===== config.mk =====
export PLATFORM = sky130hd
export DESIGN_NAME = store_merge
export DESIGN_NICKNAME = d
export VERILOG_FILES = /design/src/rtl/store_merge.sv
export SDC_FILE = /design/constraint.sdc
export NUM_CORES = 1
export LEC_CHECK = 0
export CORE_ASPECT_RATIO = 0.8
export CORE_MARGIN = 8
export CORE_UTILIZATION = 40
export CTS_BUF_LIST = sky130_fd_sc_hd__clkbuf_8 sky130_fd_sc_hd__clkbuf_16
export DETAILED_ROUTE_END_ITERATION = 8
export GPL_TIMING_DRIVEN = 1
export PLACE_DENSITY_LB_ADDON = 0.08
export REMOVE_ABC_BUFFERS = 1
export SLEW_MARGIN = 20
export SYNTH_ARGS = -nofsm -noshare
export SYNTH_HDL_FRONTEND = slang
export SYNTH_SLANG_ARGS = --single-unit

===== constraint.sdc =====
create_clock -name clock -period 2.8 [get_ports clock]
set_input_delay 0.56 -clock clock [delete_from_list [all_inputs] [get_ports clock]]
set_output_delay 0.56 -clock clock [all_outputs]
set_load 0.05 [all_outputs]

===== src/rtl/store_merge.sv =====
// Store unit for a word-only data memory: sw writes directly, sb/sh run a
// read-modify-write that merges the new lane into the word read back.
module store_merge #(
  parameter int READ_LATENCY = 1
) (
  input  logic        clock,
  input  logic        reset,
  input  logic        start,
  input  logic [2:0]  funct3,
  input  logic [31:0] address,
  input  logic [31:0] write_data_in,
  input  logic [31:0] mem_read_data,
  output logic        busy,
  output logic        done,
  output logic        error,
  output logic [31:0] mem_address,
  output logic        mem_read_enable,
  output logic        mem_write_enable,
  output logic [31:0] mem_write_data
);

  typedef enum logic [2:0] {IDLE, READ, WAIT, WRITE, DONE} state_t;

  localparam logic [3:0] WAIT_LAST = 4'(READ_LATENCY - 1);

  state_t      state;
  logic [2:0]  f3_q;
  logic [1:0]  off_q;
  logic [15:0] wdata_q;
  logic [3:0]  wait_cnt;

  function automatic logic is_illegal(input logic [2:0] f3, input logic [1:0] off);
    case (f3)
      3'b000:  return 1'b0;
      3'b001:  return off[0];
      3'b010:  return off != 2'b00;
      default: return 1'b1;
    endcase
  endfunction

  // Little-endian lane replacement; only sb and sh reach this path.
  function automatic logic [31:0] merge_word(input logic [31:0] old, input logic [15:0] wd,
                                             input logic [2:0] f3, input logic [1:0] off);
    logic [31:0] w;
    w = old;
    if (f3 == 3'b001) begin
      if (off[1]) w[31:16] = wd;
      else        w[15:0]  = wd;
    end else begin
      case (off)
        2'd0: w[7:0]   = wd[7:0];
        2'd1: w[15:8]  = wd[7:0];
        2'd2: w[23:16] = wd[7:0];
        2'd3: w[31:24] = wd[7:0];
      endcase
    end
    return w;
  endfunction

  always_ff @(posedge clock or posedge reset) begin
    if (reset) begin
      state            <= IDLE;
      busy             <= 1'b0;
      done             <= 1'b0;
      error            <= 1'b0;
      mem_address      <= '0;
      mem_read_enable  <= 1'b0;
      mem_write_enable <= 1'b0;
      mem_write_data   <= '0;
      f3_q             <= '0;
      off_q            <= '0;
      wdata_q          <= '0;
      wait_cnt         <= '0;
    end else begin
      done             <= 1'b0;
      mem_read_enable  <= 1'b0;
      mem_write_enable <= 1'b0;
      case (state)
        IDLE: begin
          if (start) begin
            f3_q        <= funct3;
            off_q       <= address[1:0];
            wdata_q     <= write_data_in[15:0];
            mem_address <= {address[31:2], 2'b00};
            busy        <= 1'b1;
            if (is_illegal(funct3, address[1:0])) begin
              state <= DONE;
              done  <= 1'b1;
              error <= 1'b1;
            end else if (funct3 == 3'b010) begin
              state            <= WRITE;
              mem_write_enable <= 1'b1;
              mem_write_data   <= write_data_in;
              error            <= 1'b0;
            end else begin
              state           <= READ;
              mem_read_enable <= 1'b1;
              error           <= 1'b0;
            end
          end
        end
        READ: begin
          state    <= WAIT;
          wait_cnt <= '0;
        end
        WAIT: begin
          // Read data is valid in the final WAIT cycle only.
          if (wait_cnt == WAIT_LAST) begin
            mem_write_data   <= merge_word(mem_read_data, wdata_q, f3_q, off_q);
            mem_write_enable <= 1'b1;
            state            <= WRITE;
          end else begin
            wait_cnt <= wait_cnt + 4'd1;
          end
        end
        WRITE: begin
          state <= DONE;
          done  <= 1'b1;
        end
        DONE: begin
          state <= IDLE;
          busy  <= 1'b0;
          error <= 1'b0;
        end
        default: state <= IDLE;
      endcase
    end
  end

endmodule


==> flow_metrics.env, run 1 <==
export IMPL_synthArstFlopShare_pct=100
export IMPL_post_cts_resize_count=0
export IMPL_ir_drop_v=0.000764
export IMPL_post_cts_repair_setup_buffers=0
export IMPL_path_max_fanout=17
export IMPL_place_gp_congestion=0.795
export IMPL_crit_buf_inv=2
export IMPL_path_cells="inv_1, ha_1, or3b_1, a21boi_4, nand2_2, inv_2, a31oi_1"
export IMPL_slew_headroom_pct=52.6
export IMPL_numCtsBuffers=9
export IMPL_maxSlewViolCount=0
export IMPL_syn_to_final_growth_pct=45.4
export IMPL_rsz0062_at_grt="false"
export IMPL_hold_viol=0
export IMPL_cts_htree_levels=3
export IMPL_die_w_um=136
export IMPL_leakagePower_nw=2.83
export IMPL_power_density_mw_per_mm2=1350
export IMPL_ios=171
export IMPL_start_util_pct=40.6
export IMPL_ys_warn_count=0
export IMPL_synthFlopType="dfrtp_1"
export IMPL_required_ns=3.01
export IMPL_rows=35
export IMPL_drtAntennaViolNets=0
export IMPL_tightestPinTransition_ns=0.707
export IMPL_antenna_found_initial=0
export IMPL_path_clk_slew_ns=0.07
export IMPL_drive_gt1_share_pct=6.43
export IMPL_die_h_um=112
export IMPL_vias=4350
export IMPL_slowest_delay_ns=0.44
export IMPL_max_freq_ghz=0.453
export IMPL_min_period_over_period_pct=78.8
export IMPL_crit_family="simple AND/OR/NAND/NOR gates"
export IMPL_end_kind="register"
export IMPL_synth_distinct_cells=48
export IMPL_netlist_area_mm2=0.00462
export IMPL_dieArea_mm2=0.0153
export IMPL_synth_seq_area_share_pct=51.4
export IMPL_syn_avg_cell_area_um2=9.30
export IMPL_grt_pass1_vias=4497
export IMPL_setup_violations=0
export IMPL_crit_path_start_kind="register"
export IMPL_cts_hold_buf=0
export IMPL_status="finished clean"
export IMPL_finish_utilization_pct=59.0
export IMPL_grt_max_degree=45
export IMPL_grt_pass1_wl_um=24200
export IMPL_arrival_ns=2.41
export IMPL_n_antenna_cell=0
export IMPL_cts_tree="done"
export IMPL_ys_ff_latch=95
export IMPL_clk_path_buf_depth=2
export IMPL_detail_route_wl_per_cell_um=19.3
export IMPL_finalCriticalPeriod_ns=2.21
export IMPL_holdWs_ns=0.474
export IMPL_cap_viol_max_count=0
export IMPL_final_cell_mix="168 x clkdlybuf4s50_1, 155 x nand2_1, 95 x dfrtp_1"
export IMPL_drc=0
export IMPL_clockRootBuffer="clkbuf_16"
export IMPL_final_nets=752
export IMPL_first_pass_iters=4
export IMPL_core_area_mm2=0.0114
export IMPL_wl_um=15500
export IMPL_layout_commonest_cell="clkdlybuf4s50_1"
export IMPL_clock_latency_ns=0.35
export IMPL_viasPerCell=5.43
export IMPL_synth_edf_count=0
export IMPL_syn_inst=497
export IMPL_hold_class="register to register"
export IMPL_drt_iter0_markers=322
export IMPL_track_usage_pct=20.0
export IMPL_dp_hpwl_um=11100
export IMPL_crit_slowest_cell="dfrtp_1"
export IMPL_clock_sinks=95
export IMPL_worstSetupPathType="register to register"
export IMPL_finalPower_w=0.00910
export IMPL_skew_ns=0.00866
export IMPL_overflow=0
export IMPL_numPortBuffers=168
[flip-flops by register name, summed over array words and instances (netlist names)]
name,cells
mem_write_data,32
mem_address,30
wdata_q,16
wait_cnt,4
f3_q,3
state,3
off_q,2
busy,1
done,1
error,1
mem_read_enable,1
mem_write_enable,1
[kinds of logic (layout without fill, tap and decap cells)]
kind of cell / after synthesis / after routing / synth area share [%]
mux: 1 / 1 / 0.217
xor+xnor: 1 / 1 / 0.190
buf+inv: 59 / 214 / 6.23
simple gates: 184 / 184 / 17.0
compound gates: 154 / 154 / 24.3
fa+ha+maj: 2 / 2 / 0.541
flops: 95 / 95 / 51.4
other cells: 1 / 2 / 0.0812
[power breakdown]
part,internal (W),total (W),switching (W)
Sequential,0.00202,0.00246,0.000438
Clock,0.000712,0.00125,0.000536
Combinational,0.00177,0.00539,0.00363
Total,0.00450,0.00910,0.00460
[metrics by stage]
stage | std cells | setup WS [ns] | cell area, um2 | setup TNS, ns
after floorplan | 454 | -0.237 | 4390 | -22.52
after global placement | 785 | 0.425 | 6420 | 0
after detailed placement | 785 | 0.373 | 6420 | 0
after CTS | 801 | 0.611 | 6720 | 0
after global routing | 801 | 0.467 | 6720 | 0
final | 801 | 0.594 | 6720 | 0
[worst reg2reg max path, cell delays in order (launching register included)]
cell and delay, ns:
dfrtp_1 0.44, inv_1 0.08, ha_1 0.13, or3b_1 0.42
a21boi_4 0.20, nand2_2 0.27, inv_2 0.38, a31oi_1 0.14
[metal layers]
metal  wire (um)  up-vias  track usage [%]
met5           0        -                0
met4         273        0             6.50
met3        1190       19             4.96
met2        7310      157             31.5
met1        6710     2098             26.4
li1            -     2076                -
[worst paths after layout]
| check | startpoint | endpoint | slack [ns] | cells after the start |
|---|---|---|---|---|
| setup / recovery | wait_cnt[0] | mem_write_data[12] | 0.59 | 7 |
| hold / removal | mem_address[7] | mem_address[7] | 0.47 | 2 |
| setup reg to reg | wait_cnt[0] | mem_write_data[12] | 0.59 | 7 |
| hold reg to reg | mem_address[7] | mem_address[7] | 0.47 | 2 |
| max in group asynchronous | reset | mem_address[5] | 1.58 | 3 |
| min in group asynchronous | reset | mem_write_data[19] | 0.59 | 2 |
[area by class of cell]
cell class | count | area (um2)
clock inverters | 6 | 61.3
multi-input cells | 344 | 1980
inverters | 15 | 58.8
repair buffers | 183 | 1820
well taps | 148 | 185
fillers | 1007 | 4670
clock buffers | 10 | 239
flip-flops and latches | 95 | 2380
[synthesized netlist by cell type (3+ instances only)]
master | n | area, um2
a211oi_1 | 17 | 128
a21oi_1 | 28 | 140
a311oi_1 | 8 | 70.1
a31oi_1 | 22 | 138
buf_2 | 7 | 35.0
buf_4 | 6 | 45.0
clkbuf_1 | 25 | 93.8
dfrtp_1 | 95 | 2380
inv_1 | 13 | 48.8
nand2_1 | 155 | 582
nand3_1 | 4 | 20.0
nor2_1 | 7 | 26.3
nor4b_1 | 8 | 70.1
o211ai_1 | 16 | 120
o21ai_0 | 14 | 70.1
o221ai_1 | 16 | 140
o22ai_1 | 3 | 18.8
o2bb2ai_1 | 16 | 140
Power figures use the tool's default switching activity.
==> run 2: changes to the inputs <==
==> constraint.sdc (replaced) <==
create_clock -name clock -period 1.9 [get_ports clock]
set_input_delay 0.38 -clock clock [delete_from_list [all_inputs] [get_ports clock]]
set_output_delay 0.38 -clock clock [all_outputs]
set_load 0.05 [all_outputs]
==> flow_metrics.env, run 2 (synthesis results as in run 1) <==
export IMPL_status="finished clean"
export IMPL_ios=171
export IMPL_skew_ns=0.00997
export IMPL_clockRootBuffer="clkbuf_16"
export IMPL_final_nets=775
export IMPL_n_antenna_cell=0
export IMPL_power_density_mw_per_mm2=1980
export IMPL_dieArea_mm2=0.0153
export IMPL_wl_met2_um=7430
export IMPL_place_gp_congestion=0.824
export IMPL_hold_viol=0
export IMPL_power_share_sequential_pct=25.7
export IMPL_swShare_pct=49.6
export IMPL_end_kind="register"
export IMPL_crit_path_start_kind="register"
export IMPL_drc=0
export IMPL_numPortBuffers=168
export IMPL_crit_slowest_cell="or3b_4"
export IMPL_wl_um=15400
export IMPL_worstSetupPathType="register to register"
export IMPL_slew_headroom_pct=63.7
export IMPL_holdWs_ns=0.276
export IMPL_maxSlewViolCount=0
export IMPL_leakagePower_nw=3.24
export IMPL_tightestPinTransition_ns=0.536
export IMPL_switchingPower_w=0.00682
export IMPL_ir_drop_v=0.000918
export IMPL_cts_tree="done"
export IMPL_path_cells="inv_1, ha_1, or3b_4, a21boi_4, buf_4, clkbuf_16, o211ai_1, o2bb2ai_1"
export IMPL_path_clk_slew_ns=0.06
export IMPL_p_int_w=0.00692
export IMPL_core_area_mm2=0.0114
export IMPL_grt_pass1_wl_um=24400
export IMPL_drt_iter0_markers=282
export IMPL_clock_sinks=95
export IMPL_grt_pass1_vias=4701
export IMPL_largest_register_ff_count=32
export IMPL_hold_class="input port to asynchronous set/reset pin"
export IMPL_finalPower_w=0.0137
export IMPL_track_usage_pct=19.9
export IMPL_viasPerCell=5.47
export IMPL_overflow=0
export IMPL_biggestRegsByFlops="mem_write_data: 32 flops, mem_address: 30 flops, wdata_q: 16 flops"
export IMPL_slowest_delay_ns=0.41
export IMPL_p_comb_share_pct=60.6
export IMPL_first_pass_iters=5
export IMPL_start_util_pct=40.6
export IMPL_largest_register="mem_write_data"
export IMPL_path_max_fanout=16
export IMPL_arrival_ns=2.13
export IMPL_crit_buf_inv=3
export IMPL_max_freq_ghz=0.537
export IMPL_drtAntennaViolNets=0
export IMPL_detail_route_wl_per_cell_um=18.7
export IMPL_setup_violations=0
export IMPL_antenna_found_initial=0
export IMPL_syn_to_final_growth_pct=50.3
export IMPL_clock_latency_ns=0.34
export IMPL_crit_family="compound AO/OA/AOI/OAI gates"
export IMPL_vias=4506
export IMPL_wl_met1_um=6630
export IMPL_dp_hpwl_um=10900
export IMPL_drive_gt1_share_pct=15.7
export IMPL_grt_max_degree=42
export IMPL_finalCriticalPeriod_ns=1.86
export IMPL_numCtsBuffers=9
export IMPL_rows=35
export IMPL_layout_commonest_cell="nand2_1"
export IMPL_maxUsedRoutingLayer="met4"
export IMPL_pwr_share_clk_pct=13.7
export IMPL_rsz0062_at_grt="true"
export IMPL_die_w_um=136
export IMPL_min_period_over_period_pct=98.0
export IMPL_cts_hold_buf=0
export IMPL_dr_wl_met3_um=1100
export IMPL_cap_viol_max_count=0
export IMPL_clk_path_buf_depth=2
export IMPL_die_h_um=112
export IMPL_cts_htree_levels=3
export IMPL_final_cell_mix="155 x nand2_1, 102 x clkdlybuf4s50_1, 95 x dfrtp_1"
export IMPL_required_ns=2.17
## run 2: cell types whose count changed in the layout (fill, tap and decap cells not counted), sizes merged
cell / before / now
dlymetal6s2s: 0 / 16
clkinv: 2 / 3
inv: 15 / 17
dlygate4sd2: 0 / 8
clkinvlp: 3 / 0
clkbuf: 10 / 11
bufinv: 1 / 2
buf: 15 / 78
clkdlybuf4s50: 168 / 102
## run 2: layout make-up
class | instances | area (um2)
inverter | 15 | 61.3
tap | 148 | 185
multi-input combinational | 344 | 1980
sequential | 95 | 2380
clock buffer | 9 | 225
fill | 986 | 4440
timing repair buffer | 206 | 2030
clock inverter | 7 | 81.3
## run 2: stage by stage
| step | util, % | cells | area (um2) | TNS (ns) | setup WS [ns] |
|---|---|---|---|---|---|
| after floorplan | - | 454 | 4390 | -118.22 | -0.957 |
| after global placement | 57.4 | 804 | 6530 | -0.133 | -0.0126 |
| after detailed placement | 57.4 | 804 | 6530 | -0.129 | -0.0322 |
| after CTS | 60.0 | 820 | 6830 | 0 | 0.00121 |
| after global routing | 61.0 | 824 | 6940 | -0.179 | -0.0243 |
| final | 61.0 | 824 | 6940 | 0 | 0.0382 |
## run 2: final timing paths
kind | to | cells past startpoint | slack (ns) | start
worst max-delay path | mem_write_data[17] | 8 | 0.04 | wait_cnt[0]
worst min-delay path | done | 2 | 0.28 | reset
worst max register to register | mem_write_data[17] | 8 | 0.04 | wait_cnt[0]
worst min register to register | mem_address[7] | 2 | 0.47 | mem_address[7]
max in group asynchronous | mem_write_data[14] | 3 | 1.19 | reset
min in group clock | mem_address[7] | 2 | 0.47 | mem_address[7]
## run 2: layer usage
layer | track usage [%] | vias to the layer above
li1 | - | 2117
met1 | 25.2 | 2188
met2 | 32.7 | 176
met3 | 5.09 | 25
met4 | 5.99 | 0
met5 | 0 | -
## run 2: timing repair
| item | 4_1_cts | 5_1_grt |
|---|---|---|
| buffers inserted | 0 | 2 |
| gates resized for setup | 8 | 20 |
| setup endpoints to repair | 8 | 41 |
| cloned | 0 | 2 |
| pin swaps | 0 | 3 |
## run 2: power groups by stage
stage | Sequential [W] | Clock (W) | Combinational (W)
CTS | 0.00354 | 0.00193 | 0.00812
finish | 0.00353 | 0.00188 | 0.00833
detailed placement | 0.00357 | 0 | 0.00817
global placement | 0.00354 | 0 | 0.00803
global route | 0.00366 | 0.00200 | 0.00892
floorplan | 0.00598 | 0 | 0.00257
==> run 3: changes to the inputs <==
--- a/config.mk
+++ b/config.mk
@@ -7,11 +7,12 @@
 export LEC_CHECK = 0
 export CORE_ASPECT_RATIO = 0.8
 export CORE_MARGIN = 8
-export CORE_UTILIZATION = 40
+export CORE_UTILIZATION = 57
 export CTS_BUF_LIST = sky130_fd_sc_hd__clkbuf_8 sky130_fd_sc_hd__clkbuf_16
 export DETAILED_ROUTE_END_ITERATION = 8
+export DONT_BUFFER_PORTS = 1
 export GPL_TIMING_DRIVEN = 1
-export PLACE_DENSITY_LB_ADDON = 0.08
+export PLACE_DENSITY_LB_ADDON = 0.3
 export REMOVE_ABC_BUFFERS = 1
 export SLEW_MARGIN = 20
 export SYNTH_ARGS = -nofsm -noshare
==> flow_metrics.env, run 3 (synthesis results as in run 1) <==
export IMPL_placed_cells=590
export IMPL_hold_class="input port to register"
export IMPL_cts_tree="done"
export IMPL_drtAntennaViolNets=0
export IMPL_ir_drop_v=0.00100
export IMPL_power_density_mw_per_mm2=2300
export IMPL_path_clk_slew_ns=0.10
export IMPL_die_h_um=96.5
export IMPL_leakagePower_nw=2.22
export IMPL_worstSetupPathType="register to register"
export IMPL_clock_latency_ns=0.37
export IMPL_detail_route_wl_per_cell_um=22.2
export IMPL_place_gp_congestion=0.827
export IMPL_end_kind="register"
export IMPL_num_fill_cells=686
export IMPL_required_ns=2.16
export IMPL_layout_commonest_cell="nand2_1"
export IMPL_clockRootBuffer="clkbuf_8"
export IMPL_numCtsBuffers=9
export IMPL_arrival_ns=2.04
export IMPL_drive_gt1_share_pct=11.2
export IMPL_largest_register_ff_count=32
export IMPL_finalCriticalPeriod_ns=1.77
export IMPL_track_usage_pct=23.9
export IMPL_skew_ns=0.00947
export IMPL_multi_input_area_mm2=0.00198
export IMPL_die_w_um=117
export IMPL_final_nets=598
export IMPL_post_place_ws_ns=0.0441
export IMPL_cts_htree_levels=3
export IMPL_drc=0
export IMPL_dieArea_mm2=0.0113
export IMPL_hold_viol=0
export IMPL_clk_path_buf_depth=2
export IMPL_ios=171
export IMPL_grt_pass1_wl_um=20700
export IMPL_numPortBuffers=0
export IMPL_grt_pass1_vias=3859
export IMPL_tightestPinTransition_ns=0.535
export IMPL_core_area_mm2=0.00791
export IMPL_dp_hpwl_um=9690
export IMPL_holdWs_ns=0.0815
export IMPL_setup_violations=0
export IMPL_n_antenna_cell=0
export IMPL_biggestRegsByFlops="mem_write_data: 32 flops, mem_address: 30 flops, wdata_q: 16 flops"
export IMPL_slew_headroom_pct=64.3
export IMPL_path_max_fanout=19
export IMPL_overflow=0
export IMPL_regArea_mm2=0.00238
export IMPL_rows=29
export IMPL_drt_iter0_markers=409
export IMPL_grt_max_degree=62
export IMPL_rsz0062_at_grt="false"
export IMPL_finish_utilization_pct=63.7
export IMPL_start_util_pct=58.4
export IMPL_largest_register="mem_write_data"
export IMPL_status="finished clean"
export IMPL_min_period_over_period_pct=93.4
export IMPL_post_cts_repair_setup_buffers=0
export IMPL_vias=3926
export IMPL_cap_viol_max_count=0
export IMPL_max_freq_ghz=0.564
export IMPL_wl_um=13500
export IMPL_crit_path_start_kind="register"
export IMPL_final_cell_mix="155 x nand2_1, 95 x dfrtp_1, 28 x a21oi_1"
export IMPL_antenna_found_initial=0
export IMPL_fin_ws_ns=0.126
export IMPL_viasPerCell=6.47
export IMPL_fin_cells=607
export IMPL_first_pass_iters=5
export IMPL_clock_sinks=95
export IMPL_syn_to_final_growth_pct=8.99
export IMPL_maxSlewViolCount=0
run 3: cell types whose count changed in the layout (fill, tap and decap cells not counted), moves of 3 or more:
cell / before / now
buf_4: 69 / 22
clkbuf_8: 0 / 9
clkdlybuf4s50_1: 102 / 0
clkbuf_16: 11 / 0
dlygate4sd2_1: 8 / 0
dlymetal6s2s_1: 16 / 0
inv_1: 15 / 12
run 3: layout make-up:
class / instances / share of cell area (%)
Timing Repair Buffer: 29 / 5.86
Multi-Input combinational cell: 344 / 39.3
Inverter: 15 / 1.22
Sequential cell: 95 / 47.2
Clock inverter: 7 / 1.27
Clock buffer: 9 / 2.46
Tap cell: 108 / 2.68
run 3: path summary, 6_finish.rpt:
check                       startpoint                 to  slack, ns  cells past startpoint
min in group asynchronous        reset   mem_write_enable       0.51                      2
setup / recovery               f3_q[2]  mem_write_data[5]       0.13                      5
hold / removal               funct3[2]    mem_read_enable       0.08                      1
hold reg to reg            wdata_q[13]        wdata_q[13]       0.50                      2
setup reg to reg               f3_q[2]  mem_write_data[5]       0.13                      5
max in group asynchronous        reset         wdata_q[6]       0.75                      3
run 3: repair_timing:
item                                    in CTS  in global routing
resized for setup                            0                  4
endpoints found under the hold margin       38                  0
hold buffers                                 1                  0
endpoints found under the setup margin       0                 23
run 3: through the flow:
step	TNS [ns]	cell area, um2	total power [W]
2_1_floorplan	-118.22	4390	0.00856
3_3_place_gp	0	4820	0.0100
3_5_place_dp	0	4820	0.0102
4_1_cts	0	5020	0.0115
5_1_grt	0	5040	0.0122
6_report	0	5040	0.0116
run 3: routing by layer:
metal / part of all wire [%] / vias to the layer above / track usage, %
met2: 49 / 224 / 37.8
met4: 2.0 / 0 / 8.71
met5: 0 / - / 0
met3: 12 / 23 / 9.57
li1: - / 1759 / -
met1: 37 / 1920 / 29.2
run 3: critical path, stage by stage (launching register included):
cell and delay [ns]:
dfrtp_1 0.39, or3b_1 0.42, buf_12 0.18, a21o_2 0.29, a211oi_1 0.28, o2bb2ai_1 0.11
run 3: power by group:
group	switching (W)	internal, W
Sequential	0.00315	0.00292
Clock	0.000789	0.000505
Combinational	0.00261	0.00159
